### src/rtl/freq_stim_gen.sv
// Frame-locked frequency stimulus generator: a phase accumulator drives vco_out,
// and the frame counter provides a reference window that is high for 2^ACC_W cycles.
module freq_stim_gen #(
    parameter int ACC_W = 8
) (
    input  logic       clk,
    input  logic       reset,
    input  logic [4:0] code_in,
    input  logic       load,
    input  logic       selec,
    output logic       vco_out,
    output logic       ref_out,
    output logic [4:0] code_active,
    output logic       pending,
    output logic       sweep_wrap
);

    logic [ACC_W:0]   r_cnt;
    logic [ACC_W-1:0] r_acc;
    logic [4:0]       r_code;
    logic [4:0]       r_pend_code;
    logic             r_pending;
    logic             r_wrap;

    logic             w_boundary;
    logic [ACC_W-1:0] w_step;

    // The last count of the frame is all ones, so the boundary is the counter's natural wrap.
    assign w_boundary = &r_cnt;
    assign w_step     = ACC_W'(r_code);

    always_ff @(posedge clk) begin
        if (reset) begin
            r_cnt       <= '0;
            r_acc       <= '0;
            r_code      <= '0;
            r_pend_code <= '0;
            r_pending   <= 1'b0;
            r_wrap      <= 1'b0;
        end else begin
            r_cnt  <= r_cnt + 1'b1;
            r_wrap <= 1'b0;
            if (w_boundary) begin
                r_acc <= '0;
                if (load) begin
                    r_code    <= code_in;
                    r_pending <= 1'b0;
                end else if (r_pending) begin
                    r_code    <= r_pend_code;
                    r_pending <= 1'b0;
                end else if (selec) begin
                    r_code <= r_code + 5'd1;
                    r_wrap <= (r_code == 5'd31);
                end
            end else begin
                r_acc <= r_acc + w_step;
                if (load) begin
                    r_pend_code <= code_in;
                    r_pending   <= 1'b1;
                end
            end
        end
    end

    assign vco_out     = r_acc[ACC_W-1];
    assign ref_out     = ~r_cnt[ACC_W];
    assign code_active = r_code;
    assign pending     = r_pending;
    assign sweep_wrap  = r_wrap;

endmodule

### config.mk
export PLATFORM = sky130hd
export DESIGN_NAME = freq_stim_gen
export DESIGN_NICKNAME = d
export VERILOG_FILES = /design/src/rtl/freq_stim_gen.sv
export SDC_FILE = /design/constraint.sdc
export NUM_CORES = 1
export LEC_CHECK = 0
export CAP_MARGIN = 10
export CELL_PAD_IN_SITES_DETAIL_PLACEMENT = 0
export CELL_PAD_IN_SITES_GLOBAL_PLACEMENT = 1
export CORE_UTILIZATION = 44
export CTS_CLUSTER_DIAMETER = 50
export DETAILED_ROUTE_END_ITERATION = 6
export GPL_ROUTABILITY_DRIVEN = 0
export PLACE_DENSITY = 0.9
export RECOVER_POWER = 25
export SYNTH_ARGS = -nofsm -noshare
export SYNTH_HDL_FRONTEND = slang
export SYNTH_SLANG_ARGS = --single-unit
export TNS_END_PERCENT = 1
### constraint.sdc
create_clock -name clk -period 5 [get_ports clk]
set_input_delay 1.5 -clock clk [delete_from_list [all_inputs] [get_ports clk]]
set_output_delay 1.5 -clock clk [all_outputs]
set_load 0.01 [all_outputs]
== Word level (Yosys, flattened, before mapping) ==
Index checks and enable logic that the tools add are counted.
Word-level totals
  logic and storage cells: 22
  input port bits: 9
  output and inout bits: 9
  flip-flop bits (word level): 29
Operators by class
  add/subtract/negate cells: 3
  reduce and logical (&&, ||, !) cells: 6
  bitwise gates (word level): 3
  eq/ne operators: 1
  multiplexer cells: 3
Operators with widths (count)
  two-way mux 5 bit: 3
  AND reduction 10 bit: 1
  adder 9 x 1 -> 9 bit, second input constant: 1
  AND reduction 9 bit: 1
  adder 8 x 5 -> 8 bit: 1
  adder 5 x 1 -> 5 bit, second input constant: 1
  equality test 5 bit, second input constant: 1
  OR reduction 5 bit: 1
  NOT 1 bit: 3
  nonzero test 3 bit: 1
  AND reduction 2 bit: 1
  OR reduction 2 bit: 1

== Depth between registers and ports, before layout ==
Gate-level depths: netlist of run 1.
  depth after elaboration: 4
  gate-level depth with buffers: 10
  mapped depth without buffers: 9

== Least setup slack after synthesis of run 1 ==
OpenSTA, ideal clock, no wires.
  path type: input to register
  start point: in reset
  end point: reg r_acc[5]
  required time: 4.942 ns
  path buffers: 1
  stages: 5
  library setup time: 0.058 ns
  setup slack: 2.615 ns
  arrival: 2.327 ns
  cells stage by stage: or2_2 clkbuf_1 nor3b_1 mux2i_1 nand2_1
Between the ends
  word-level cells in the longest chain between the ends: 1
RTL lines
  start: declaration: RTL line 7  | input logic reset,
  OR reduction 2 bit (no line)
  end signal: assignment: RTL line 56  | r_acc <= r_acc + w_step;
  end: declaration: RTL line 19  | logic [ACC_W-1:0] r_acc;
Every way passes these cells.
A chain may end at the register's enable or synchronous reset.

== Final worst setup path of run 1 ==
  start point: reg r_pending (netlist: pending)
  end point: out pending
RTL lines
  start: declaration: RTL line 22  | logic r_pending;
  start signal: assignment: RTL line 38  | r_pending <= 1'b0;
  start signal: assignment: RTL line 47  | r_pending <= 1'b0;
  start signal: assignment: RTL line 50  | r_pending <= 1'b0;
  end: declaration: RTL line 14  | output logic pending,
No word-level cell between the ends.

==> results of run 1 <==
[flip-flops by register name, summed over array words and instances, names as in the netlist]
signal and count:
r_cnt 9, sweep_wrap 1, r_pend_code 5, code_active 5, r_acc 8, pending 1
[area by class of cell]
type                       instances  area (sq um)
tap                               44          55.1
clock buffer                       7          65.1
inverter                           6          22.5
fill                             295          1360
multi-input combinational        120           816
timing repair buffer              17           170
clock inverter                     1          5.00
sequential                        29           581
[cell usage after synthesis (all sizes together), types with 2 or more instances]
cell type	count	area [sq um]
o21ai	7	35.0
a21o	3	22.5
inv	6	22.5
o21a	3	22.5
and3	2	12.5
clkbuf	5	18.8
a211oi	5	42.5
nor3	8	40.0
nand3	6	40.0
nand2	15	56.3
ha	9	113
xnor2	5	43.8
nor2b	5	31.3
nor2	18	67.6
nor3b	2	15.0
xor2	2	17.5
or3	2	13.8
mux2i	9	90.1
dfxtp	29	581
o211ai	2	15.0
a21oi	8	40.0
[power by group through the flow]
stage	Clock, mW	Combinational (mW)	Sequential, mW
detailed placement	0	0.0296	0.249
global placement	0	0.0285	0.249
floorplan	0	0.0199	0.247
global route	0.181	0.0327	0.245
finish	0.164	0.0290	0.244
CTS	0.169	0.0296	0.244
[stage by stage]
step                      hold slack, ns  utilization, %  total power [mW]  area [sq um]
after floorplan                    0.429               -             0.267          1440
after global placement             0.444            53.4             0.278          1640
after detailed placement           0.456            53.4             0.279          1640
after CTS                          0.472            55.7             0.442          1710
after global routing               0.500            55.7             0.459          1710
final                              0.470            55.7             0.437          1710
[worst reg2reg max path, delay by kind of cell, from the launching register on]
| kind | cells | cell delay [ns] |
|---|---|---|
| simple gates | 6 | 1.08 |
| fa+ha+maj | 2 | 0.46 |
| mux | 1 | 0.11 |
| flops | 1 | 0.34 |
[final timing paths]
path	startpoint	end	slack [ns]	cells past startpoint
setup / recovery	pending	pending	1.99	1
hold / removal	r_cnt[0]	r_cnt[0]	0.47	1
setup reg to reg	r_cnt[0]	r_acc[5]	2.97	9
hold reg to reg	r_cnt[0]	r_cnt[0]	0.47	1
[metal layers]
layer / wire length [um] / share of wire, %
met1: 1240 / 45
met2: 1380 / 50
met3: 67 / 2.4
met4: 59 / 2.2
met5: 0 / 0
[cell families after synthesis]
group,share of synthesized area (%)
compound gates,13.5
xor+xnor,4.25
fa+ha+maj,9.19
buf+inv,3.21
flops,40.2
mux,6.24
simple gates,23.3
==> run_results.csv, run 1 <==
group,metric,value,unit
pwr,p_sw,104,uW
status,status,"complete, no violations",
pwr,p_int,334,uW
clocking,clkTransAtPathRegs,0.09,ns
worst_setup_path,startpoint_type,"flop",
worst_setup_path,worst_ep_required_time,3.50,ns
routing,initialDrtViolationCount,57,
yosys,ys_ff_latch,29,
yosys,synth_edf_count,0,
global_route,use_met1,19.1,%
pwr,clkPwrFrac,37.5,%
worst_setup_path,cp_max_fo,11,
timing,setup_ws,1.99,ns
routing,ant_nets,0,
timing,timing.fmax,0.332,GHz
layout,area_delta_synth_final,18.8,%
timing,relSlewSlack,50.8,%
clocking,post_cts_buffers,0,
global_route,grt_pass1_wl,4770,um
global_route,antenna_found_initial,0,
yosys,async_flop_share,0,%
timing,fin_crit_sh,60.2,%
worst_setup_path,critPathKind,"reg2out",
flow_run,cap_violations,0,
clocking,ctsHoldBuffers,0,
yosys,synth_nets,180,
floorplan,initial_core_util,46.9,%
global_route,grt_pass1_vias,1179,
placed_design,port_buffers,17,
global_route,met2_usage,33.1,%
layout,final_cell_mix,"dfxtp_1, nor2_1, clkdlybuf4s50_1",
placed_design,dp_hpwl,2070,um
worst_setup_path,cp.arrival,1.51,ns
floorplan,dieArea,0.00351,sq mm
floorplan,die_w,59.3,um
placed_design,pre_cts_slack,1.63,ns
floorplan,rows,20,
timing,final-max-slew-violation-count,0,
floorplan,fp.dieH,59.3,um
pwr,pwr-share-seq,55.8,%
worst_setup_path,end_kind,"primary output",
layout,instances_no_fill,224,
global_route,top_usage_layer,"met2",
routing,viasPerCell,5.17,
timing,fin_crit,3.01,ns
timing,skew,0.0156,ns
yosys,synth_area,0.00144,sq mm
timing,worst_pin_slew,0.735,ns
layout,final_common_cell,"dfxtp_1",
routing,wire_per_inst,12.2,um
floorplan,coreArea,0.00308,sq mm
timing,rsz0062_at_grt,"no",
global_route,grt_max_degree,23,
worst_setup_path,cp_top_family,"buffers and inverters",
routing,drt_first_pass_iters,4,
pwr,leakagePower,0.672,nW
global_route,met3_usage,5.02,%
min_path,min_path_type,"reg2reg",
worst_setup_path,critPathSlowestCell,"clkdlybuf4s50_1",
yosys,synth_cells,161,
layout,post_route_cells_drive_above_1_share,8.33,%
floorplan,io_pins,18,
pwr,switching_share,23.7,%
clocking,cts-resized-gates,0,
yosys,synth_ff_type,"dfxtp_1",
clocking,clk_path_buf_depth,2,
yosys,ys_types,34,
worst_setup_path,cpPeakStageDelay,0.61,ns
timing,finalHoldViolations,0,
clocking,root_buffer,"clkbuf_4",
yosys,synth_seq_area_share,40.2,%
global_route,grt.overflow.total,0,
routing,drc,0,
yosys,yosysWarnings,0,
clocking,cts-buffers-inserted,5,
routing,vias,1159,
pwr,p_per_area,255,mW/mm^2
clocking,cts_tree,"yes",
routing,routed_wl,2740,um
pwr,p_comb_share,6.6,%
clocking,clk_latency,0.33,ns
worst_setup_path,cp_num_buf_inv,1,
global_route,grt_usage,18.4,%
layout,antenna_cells,0,
clocking,cts_max_level,2,
worst_setup_path,path_cells,"clkdlybuf4s50_1",
clocking,cts.sinks,29,
timing,setup-tns-final,0,ns
pwr,ir_drop,0.000158,V
yosys,avgSynthCellArea,8.96,sq um
layout,num-nets-final,198,
placed_design,placedCellCount,216,
timing,setup_viol,0,
Power figures use the tool's default switching activity.
==> inputs of run 2 (changes only) <==
Settings changed: CORE_UTILIZATION 44 to 41, PLACE_DENSITY 0.9 to 0.86.
Clock period 5 ns to 3.1 ns, I/O delays scaled along.
==> run_results.csv, run 2 (synthesis results as in run 1) <==
group,metric,value,unit
floorplan,initial_core_util,42.9,%
worst_setup_path,startpoint_type,"flop",
global_route,grt_max_degree,22,
routing,wire_per_inst,12.6,um
clocking,post_cts_buffers,0,
pwr,p_per_area,393,mW/mm^2
layout,antenna_cells,0,
layout,largest_register_ff_count,9,
clocking,ctsHoldBuffers,0,
status,status,"complete, no violations",
clocking,root_buffer,"clkbuf_4",
clocking,cts-resized-gates,0,
min_path,min_path_type,"reg2reg",
floorplan,die_w,61.3,um
placed_design,placed_area,0.00167,sq mm
layout,final_common_cell,"dfxtp_1",
routing,drt_first_pass_iters,4,
clocking,cts-buffers-inserted,5,
timing,finalHoldViolations,0,
clocking,cts_tree,"yes",
pwr,pwr-share-seq,57.9,%
placed_design,port_buffers,17,
worst_setup_path,cp.arrival,1.40,ns
timing,skew,0.00953,ns
worst_setup_path,cpPeakStageDelay,0.59,ns
worst_setup_path,r2r_slack,1.03,ns
timing,rsz0062_at_grt,"no",
min_path,hold-path-cell-count,1,
pwr,p_comb_share,7.8,%
global_route,antenna_found_initial,0,
timing,fin_crit_sh,75.1,%
layout,top_regs,"r_cnt (9), r_acc (8)",
timing,setup-tns-final,0,ns
clocking,cts.sinks,29,
layout,top_register,"r_cnt",
worst_setup_path,critPathKind,"reg2out",
routing,vias,1180,
worst_setup_path,cp_max_fo,6,
clocking,clk_path_buf_depth,2,
pwr,p_sw,160,uW
flow_run,cap_violations,0,
timing,final-max-slew-violation-count,0,
pwr,clkPwrFrac,34.3,%
floorplan,rows,21,
pwr,p_int,516,uW
timing,worst_pin_slew,0.895,ns
pwr,leakagePower,0.673,nW
worst_setup_path,r2r_start,"r_cnt[0]",
worst_setup_path,reg2reg_depth,8,
worst_setup_path,rr_endpoint,"r_pend_code[0]",
floorplan,io_pins,18,
global_route,grt_pass1_wl,4910,um
min_path,min_from,"r_cnt[0]",
routing,routed_wl,2870,um
timing,relSlewSlack,40.3,%
floorplan,coreArea,0.00336,sq mm
layout,post-route-util,51.2,%
global_route,grt_usage,18.4,%
worst_setup_path,cp_top_family,"buffers and inverters",
global_route,grt_pass1_vias,1157,
placed_design,dp_hpwl,2130,um
worst_setup_path,cp_num_buf_inv,1,
layout,post_route_cells_drive_above_1_share,8.24,%
layout,final_cell_mix,"dfxtp_1, nor2_1, clkdlybuf4s50_1",
layout,fin_area,0.00172,sq mm
worst_setup_path,end_kind,"primary output",
layout,area_delta_synth_final,19.3,%
global_route,grt.overflow.total,0,
worst_setup_path,path_cells,"clkdlybuf4s50_1",
pwr,ir_drop,0.000315,V
worst_setup_path,worst_ep_required_time,2.17,ns
routing,initialDrtViolationCount,27,
routing,drc,0,
min_path,min_to,"r_cnt[0]",
routing,ant_nets,0,
layout,num-nets-final,201,
worst_setup_path,critPathSlowestCell,"clkdlybuf4s50_1",
timing,fin_crit,2.33,ns
timing,timing.fmax,0.430,GHz
clocking,clkTransAtPathRegs,0.09,ns
routing,viasPerCell,5.18,
floorplan,dieArea,0.00376,sq mm
clocking,cts_max_level,2,
clocking,clk_latency,0.33,ns
floorplan,fp.dieH,61.3,um
pwr,switching_share,23.7,%
timing,setup_viol,0,
run 2: cell count changes in the layout (fill, tap and decap cells not counted), sizes merged:
cell    previous run  this run
buf                0         2
clkbuf             7         8
clkinv             1         0
run 2: worst max path at each step:
stage	startpoint	end	slack, ns	cells past startpoint
2_1_floorplan	r_cnt[0]	r_acc[5]	1.15	10
3_3_place_gp	load	code_active[3]	0.67	6
3_5_place_dp	load	r_pend_code[0]	0.62	5
4_1_cts	code_active[0]	code_active[0]	0.77	1
5_1_grt	pending	pending	0.71	2
6_report	code_active[0]	code_active[0]	0.77	1
run 2: power groups by stage:
stage | clock network (mW) | registers (mW) | logic (mW)
3_3_place_gp | 0 | 0.399 | 0.0519
4_1_cts | 0.238 | 0.391 | 0.0538
6_report | 0.232 | 0.391 | 0.0529
2_1_floorplan | 0 | 0.398 | 0.0320
5_1_grt | 0.253 | 0.393 | 0.0595
3_5_place_dp | 0 | 0.400 | 0.0536
run 2: layer usage:
metal | GRT usage, % | part of all wire, % | vias up
li1 | - | - | 601
met1 | 19.8 | 44 | 544
met2 | 30.7 | 48 | 24
met3 | 6.72 | 3.9 | 11
met4 | 11.4 | 3.6 | 0
met5 | 0 | 0 | -
run 2: cell type report:
type	count	area [sq um]
tap	46	57.6
fill	333	1640
inverter	6	22.5
timing repair buffer	20	189
clock buffer	7	55.1
sequential	29	581
multi-input combinational	120	816
run 2: stage by stage:
step	hold slack, ns	power [mW]	cells	setup slack (ns)
after floorplan	0.429	0.431	161	1.15
after global placement	0.439	0.451	221	0.666
after detailed placement	0.449	0.453	221	0.616
after CTS	0.473	0.683	228	0.766
after global routing	0.513	0.706	228	0.710
final	0.468	0.677	228	0.772
==> inputs of run 3 (changes only) <==
Clock period 3.1 ns to 2.3 ns, I/O delays scaled along.
==> run_results.csv, run 3 (synthesis results as in run 1) <==
group,metric,value,unit
placed_design,port_buffers,17,
routing,routed_wl,2690,um
placed_design,dp_hpwl,2080,um
clocking,cts_max_level,2,
worst_setup_path,cp_num_buf_inv,1,
worst_setup_path,critPathKind,"reg2out",
worst_setup_path,startpoint_type,"flop",
layout,top_register,"r_cnt",
timing,fin_crit,2.06,ns
timing,fin_crit_sh,89.6,%
clocking,cts-resized-gates,0,
flow_run,cap_violations,0,
timing,setup_viol,0,
routing,viasPerCell,5.09,
worst_setup_path,cp.arrival,1.37,ns
worst_setup_path,worst_ep_required_time,1.61,ns
pwr,clkPwrFrac,36.8,%
status,status,"complete, no violations",
clocking,cts_tree,"yes",
clocking,post_cts_buffers,0,
layout,area_delta_synth_final,20.8,%
floorplan,rows,21,
pwr,switching_share,23.1,%
timing,whs,0.472,ns
pwr,p_comb_share,7.6,%
pwr,leakagePower,0.688,nW
global_route,antenna_found_initial,0,
min_path,hold-path-cell-count,1,
floorplan,die_w,61.3,um
global_route,grt.overflow.total,0,
pwr,p_per_area,545,mW/mm^2
worst_setup_path,worst-path-stages,1,
routing,wire_per_inst,11.7,um
timing,final-max-slew-violation-count,0,
pwr,p_int,730,uW
clocking,clk_path_buf_depth,2,
clocking,clkTransAtPathRegs,0.09,ns
layout,multi_input_area,816,sq um
worst_setup_path,reg2reg_depth,9,
routing,ant_nets,0,
clocking,root_buffer,"clkbuf_4",
floorplan,io_pins,18,
layout,largest_register_ff_count,9,
worst_setup_path,cp_top_family,"buffers and inverters",
timing,timing.fmax,0.485,GHz
layout,final_common_cell,"dfxtp_1",
timing,setup-tns-final,0,ns
worst_setup_path,path_cells,"clkdlybuf4s50_1",
timing,relSlewSlack,41.1,%
timing,skew,0.00776,ns
clocking,cts-buffers-inserted,5,
pwr,ir_drop,0.000380,V
timing,rsz0062_at_grt,"no",
timing,finalHoldViolations,0,
pwr,p_sw,220,uW
layout,register_area,581,sq um
routing,drc,0,
routing,initialDrtViolationCount,41,
min_path,min_path_type,"reg2reg",
timing,worst_pin_slew,0.883,ns
worst_setup_path,cp_max_fo,6,
routing,vias,1170,
floorplan,dieArea,0.00376,sq mm
layout,post_route_cells_drive_above_1_share,9.78,%
layout,top_regs,"r_cnt (9), r_acc (8)",
routing,drt_first_pass_iters,4,
clocking,cts.sinks,29,
global_route,grt_max_degree,22,
pwr,pwr-share-seq,55.6,%
layout,fillers,336,
worst_setup_path,r2r_slack,0.24,ns
global_route,grt_usage,16.9,%
global_route,grt_pass1_vias,1058,
global_route,grt_pass1_wl,4460,um
layout,final_cell_mix,"dfxtp_1, nor2_1, clkdlybuf4s50_1",
clocking,ctsHoldBuffers,0,
floorplan,fp.dieH,61.3,um
layout,num-nets-final,202,
worst_setup_path,cpPeakStageDelay,0.59,ns
clocking,clk_latency,0.32,ns
floorplan,coreArea,0.00336,sq mm
worst_setup_path,end_kind,"primary output",
floorplan,initial_core_util,42.9,%
worst_setup_path,critPathSlowestCell,"clkdlybuf4s50_1",
layout,antenna_cells,0,
-- run 3: cell types whose count changed in the layout (fill, tap and decap cells not counted) --
cell      change
buf_4         +1
clkbuf_1      -1
clkbuf_8      +1
clkinv_2      +1
-- run 3: layout make-up --
| class | count | area share (%) |
|---|---|---|
| multi-input cells | 120 | 46.8 |
| flip-flops and latches | 29 | 33.3 |
| repair buffers | 21 | 11.3 |
| clock buffers | 7 | 3.73 |
| well taps | 46 | 3.30 |
| inverters | 6 | 1.29 |
| clock inverters | 1 | 0.287 |
-- run 3: power groups by stage --
| stage | sequential, mW | clock (mW) | combinational, mW |
|---|---|---|---|
| floorplan | 0.537 | 0 | 0.0432 |
| global placement | 0.538 | 0 | 0.0712 |
| detailed placement | 0.540 | 0 | 0.0738 |
| CTS | 0.528 | 0.359 | 0.0740 |
| global route | 0.530 | 0.380 | 0.0793 |
| finish | 0.528 | 0.349 | 0.0721 |
-- run 3: final timing paths --
check / start / end
setup / recovery: code_active[0] / code_active[0]
hold / removal: r_cnt[0] / r_cnt[0]
setup reg to reg: r_cnt[0] / r_acc[5]
hold reg to reg: r_cnt[0] / r_cnt[0]
-- run 3: metal layers --
layer | part of all wire (%) | global-route usage [%] | vias to the layer above
met2 | 48 | 27.6 | 14
met4 | 1.8 | 8.12 | 0
li1 | - | - | 608
met3 | 3.9 | 6.72 | 4
met5 | 0 | 0 | -
met1 | 46 | 19.3 | 544
-- run 3: stage by stage --
stage | power, mW | setup slack (ns) | utilization [%] | std cells | area, sq um
2_1_floorplan | 0.580 | 0.352 | - | 161 | 1440
3_3_place_gp | 0.610 | 0.263 | 49.9 | 222 | 1680
3_5_place_dp | 0.614 | 0.215 | 49.9 | 222 | 1680
4_1_cts | 0.961 | 0.221 | 51.9 | 230 | 1750
5_1_grt | 0.990 | 0.0531 | 51.8 | 230 | 1740
6_report | 0.949 | 0.239 | 51.8 | 230 | 1740
==> RTL change 1 (flow settings as in run 2) <==
Make the reset (`reset`) asynchronous in one clocked block.
--- a/src/rtl/freq_stim_gen.sv
+++ b/src/rtl/freq_stim_gen.sv
@@ -29,7 +29,7 @@
     assign w_boundary = &r_cnt;
     assign w_step     = ACC_W'(r_code);
 
-    always_ff @(posedge clk) begin
+    always_ff @(posedge clk or posedge reset) begin
         if (reset) begin
             r_cnt       <= '0;
             r_acc       <= '0;
Formal check against the unedited RTL: differs if reset is asserted again (counterexample within 4 cycles, from zero or initial values and one cycle with reset high); with reset held inactive, the same outputs for 10 cycles.
==> RTL change 1 against run 2 <==
  * Area after synthesis rose by 7.0%
  * Cell count fell by 8.3%
  * Cell area grew 5.9%
  * Critical endpoint is now r_cnt[0]$_DFF_PP0_
  * Wire length is 2.8% higher
  * The run now ends with max-capacitance violations, max-slew violations left
  * Sequential cell count unchanged
  * Setup slack worse by 0.082 ns
  * Highest routed layer unchanged
Power is not compared: it rests on default switching activity, and its combinational part moved more than twofold at a synthesized area within 25%.
==> RTL change 1: results (changes against run 2) <==
- Result of the run: finished, violations left (was completed)
- The checks that failed: max-capacitance violations, max-slew violations.
* Number of max-capacitance violations reported: 1 (was 0)
- The top flip-flop cell by instance count after synthesis was dfrtp_1 (was dfxtp_1).
- Most frequent cells after synthesis: dfrtp_1, nor2_1, ha_1 (was dfxtp_1, nor2_1, nand2_1)
- The number of max-slew violations in the final report is 30 (was 0).
- The compound-gate portion of the synthesized area came to 0.1013 (was 0.1353).
- The share of the synthesized area in the top cell type was 0.4700 (was 0.4024).
- DRC marker count from the first detailed-route iteration: 57 (was 27)
- Via count of the first global-routing pass: 1155 (was 1157)
* Total iterations of the first detailed-routing run: 3 (was 4)
- The async set-reset flop share out of synthesis is 1.000 (was 0).
- Maximum number of pins on one net before global-route repair: 30 (was 22)
* Number of distinct library cell variants in the gate-level netlist after synthesis: 42 (was 34)
- The adder-cell area share of the yosys netlist was 0.08590 (was 0.09193).
* Min-Delay Endpoint: r_cnt[0]$_DFF_PP0_ (was r_cnt[0]$_SDFF_PP0_)
* Worst Hold Launch: r_cnt[0]$_DFF_PP0_ (was r_cnt[0]$_SDFF_PP0_)
- The instance count after placement with tap cells included came to 201 (was 221).
- FF-to-FF setup slack: 0.75 ns (was 1.03 ns)
- Clock tree root buffer cell: clkbuf_8 (was clkbuf_4)
* Xor-xnor portion of the synthesized cell area: 0.04538 (was 0.04250)
- The maximum fanout encountered on the critical timing path is 29 (was 6).
- The count of non-filler cells in the finished layout was 209 (was 228).
* Fraction of layout instances using a drive strength above 1: 0.1166 (was 0.08242)
* Post-place instance area: 0.001750 mm2 (was 0.001669 mm2)
- Met2 routed WL: 1459 um (was 1380 um)
- Ranking of synthesized cells by area: dfrtp_1, ha_1, mux2_2 (was dfxtp_1, ha_1, mux2i_1).
- The routed length per instance is 14.13 um (was 12.60 um).
* Reg-to-reg critical path startpoint: r_cnt[0]$_DFF_PP0_ (was r_cnt[0]$_SDFF_PP0_)
* Routed length on met3: 97 um (was 113 um)
* RR Endpoint: r_pend_code[3]$_DFFE_PP0P_ (was r_pend_code[0]$_SDFFE_PP0P_)
- The detailed placement HPWL was 2172 um (was 2133 um).
* Number of vias after detailed routing: 1086 (was 1180)
* Final Hold Slack: 0.4773 ns (was 0.4682 ns)
- Clk pin slew, worst setup/hold paths: 0.05 ns (was 0.09 ns)
- Global routing usage summed across all routing layers: 0.1729 (was 0.1841)
- Number of nets at the end of the flow: 181 (was 201)
* End point of the critical path: r_cnt[0]$_DFF_PP0_ (was code_active[0])
* Wire length of the first global-routing pass: 5223 um (was 4905 um)
- The share of cell area taken by muxes after synthesis was 0.06645 (was 0.06245).
- The ratio of final minimum period to clock period is 0.7773 (was 0.7509).
-- RTL change 1: changes by cell type after synthesis, moves of 2 or more --
| cell | before | now |
|---|---|---|
| dfrtp_1 | 0 | 29 |
| dfxtp_1 | 29 | 0 |
| a21oi_1 | 8 | 1 |
| mux2i_1 | 9 | 2 |
| nand2_1 | 15 | 8 |
| mux2_2 | 0 | 6 |
| nor2_1 | 18 | 12 |
| clkbuf_1 | 5 | 1 |
| nor3_1 | 8 | 4 |
| a211oi_1 | 4 | 1 |
| a31oi_1 | 0 | 2 |
| nand3_1 | 4 | 6 |
| nand4_1 | 0 | 2 |
| o21ai_0 | 7 | 5 |
-- RTL change 1: through the flow --
stage | util | power, mW
CTS | 0.5278 | 1.178
finish | 0.5253 | 1.166
floorplan | - | 0.7732
detailed placement | 0.5047 | 0.8799
global placement | 0.5047 | 0.8554
global route | 0.5253 | 1.259
-- RTL change 1: where the power goes --
group | leakage, nW | total [mW] | internal (mW) | switching [mW]
logic | 0.424 | 0.378 | 0.193 | 0.185
registers | 0.345 | 0.496 | 0.447 | 0.0490
clock network | 0.0395 | 0.292 | 0.159 | 0.133
total | 0.809 | 1.17 | 0.799 | 0.367
-- RTL change 1: final cells by class --
cell class / instances / area, um2
timing repair buffer: 18 / 173.9
sequential: 29 / 725.7
inverter: 7 / 26.28
tap: 46 / 57.56
clock buffer: 8 / 80.08
fill: 328 / 1647
multi-input combinational: 101 / 758.2
-- RTL change 1: metal layers --
metal / vias up / GRT usage
met1: 529 / 0.1993
met3: 6 / 0.06522
met4: 0 / 0.05966
met5: - / 0
met2: 12 / 0.2912
li1: 539 / -
-- RTL change 1: worst max-delay path, stage by stage --
cell and delay [ns]:
clkdlybuf4s50_1 0.40, inv_1 0.05, clkbuf_1 1.12
==> RTL change 2 (settings of run 2) <==
Made on the original files. Register the outputs `vco_out` and `ref_out`; this adds one clock of latency there. The other outputs are not delayed to match.
--- a/src/rtl/freq_stim_gen.sv
+++ b/src/rtl/freq_stim_gen.sv
@@ -62,8 +62,10 @@
         end
     end
 
-    assign vco_out     = r_acc[ACC_W-1];
-    assign ref_out     = ~r_cnt[ACC_W];
+    always_ff @(posedge clk) begin
+        vco_out <= r_acc[ACC_W-1];
+        ref_out <= ~r_cnt[ACC_W];
+    end
     assign code_active = r_code;
     assign pending     = r_pending;
     assign sweep_wrap  = r_wrap;
Check against the original RTL: same outputs for any inputs over 10 cycles, from zero or initial values and one cycle with reset high; that may be too few to reach the edited logic, so the function may still have changed.
==> RTL change 2 against run 2 <==
  * Area after synthesis increased by 2.8%
  * Sequential cell count increased by 2
  * Wire length decreased by 3.1%
  * Cell area increased by 1.1%
  * Setup slack got worse by 0.015 ns
  * Total power about the same
  * Worst hold slack got worse by 0.11 ns
  * First-iteration DRC count decreased by 7.4%
==> RTL change 2: results (changes against run 2) <==
- Worst slack, placed: 0.4784 ns (was 0.6164 ns)
- The detailed placement HPWL was 2080 um (was 2133 um).
- Peak VDD IR: 0.0002363 V (was 0.0003151 V)
- The met2 track utilization from global routing was 0.2830 (was 0.3075).
* Met2 routed WL: 1308 um (was 1380 um)
- Sum of routed wire length over all layers: 2783 um (was 2873 um)
- Routed length on met3: 109 um (was 113 um)
* Critical path's largest stage delay: 0.71 ns (was 0.59 ns)
* Average instance area after synthesis: 9.096 um2 (was 8.960 um2)
- The via count of the routed design was 1166 (was 1180).
- The met1 wire length was 1317 um (was 1275 um).
- The final setup skew is 0.007632 ns (was 0.009529 ns).
* Ranking of synthesized cells by area: dfxtp_1, ha_1, mux2i_1 (unchanged)
- The DRC marker count from the first detailed-route iteration is 25 (was 27).
* Number of standard cells in the layout, taps in and fillers out: 228 (unchanged)
* Post-Syn Nets: 182 (was 180)
- Leakage Power: 0.6770 nW (was 0.6729 nW)
* Via count of the first global-routing pass: 1121 (was 1157)
- The register area share after synthesis is 0.4186 (was 0.4024).
* Worst Hold Launch: r_acc[7]$_SDFF_PP0_ (was r_cnt[0]$_SDFF_PP0_)
- Most frequent cells after synthesis: dfxtp_1, nor2_1, nand2_1 (unchanged)
* CTS Buf Count: 5 (unchanged)
- The maximum fanout encountered on the critical timing path was 13 (was 6).
* Slew headroom: 0.4150 (was 0.4033)
- Met1 track utilization from global routing: 0.1911 (was 0.1979)
- Met3 track utilization from global routing: 0.05331 (was 0.06723)
* Number of instances in the placed design: 222 (was 221)
- Number of nets at the end of the flow: 202 (was 201)
- The critical path data arrival time was 2.52 ns (was 1.40 ns).
* Min-Delay Endpoint: vco_out$_DFF_P_ (was r_cnt[0]$_SDFF_PP0_)
- Result of the run: completed (unchanged).
- The tightest hold margin was 0.3631 ns (was 0.4682 ns).
- The post-placement cell area is 0.001702 mm2 (was 0.001669 mm2).
* Wire length of the first global-routing pass: 5030 um (was 4905 um)
- The all-layer global routing usage came to 0.1651 (was 0.1841).
## RTL change 2: worst max path at each step
stage	start	end	slack, ns
2_1_floorplan	r_cnt[0]$_SDFF_PP0_	r_acc[5]$_SDFF_PP0_	1.15
3_3_place_gp	load	code_active[3]$_SDFFE_PP0P_	0.51
3_5_place_dp	load	r_pend_code[0]$_SDFFE_PP0P_	0.48
4_1_cts	code_active[0]$_SDFFE_PP0P_	code_active[0]	0.77
5_1_grt	load	r_pend_code[3]$_SDFFE_PP0P_	0.68
6_report	load	r_pend_code[0]$_SDFFE_PP0P_	0.76
## RTL change 2: logic make-up (layout without fill, tap and decap cells)
kind of cell / after synthesis / count (layout) / share of synthesized area
flops: 31 / 31 / 0.4186
buf+inv: 12 / 31 / 0.03122
xor+xnor: 7 / 7 / 0.04135
mux: 9 / 9 / 0.06076
simple gates: 64 / 64 / 0.2270
compound gates: 30 / 30 / 0.1316
fa+ha+maj: 10 / 10 / 0.08945
## RTL change 2: cell type report
cell class                      instances  area, um2  share of cell area
Clock buffer                            6      41.29             0.02374
Timing Repair Buffer                   19      181.4              0.1043
Tap cell                               46      57.56             0.03309
Sequential cell                        31      620.6              0.3568
Multi-Input combinational cell        120      815.8              0.4691
Inverter                                6      22.52             0.01295
## RTL change 2: power by group
part           switching (mW)  internal [mW]
combinational          0.0261         0.0257
clock                   0.127         0.0805
sequential            0.00894          0.408
total                   0.162          0.515
## RTL change 2: worst register-to-register path: cells and delay by family, from the launching register on
kind | cells | cell delay (ns)
AND/OR/NAND/NOR | 5 | 0.86
adder cells (fa/ha/maj) | 2 | 0.47
flip-flops | 1 | 0.34
multiplexers | 1 | 0.27
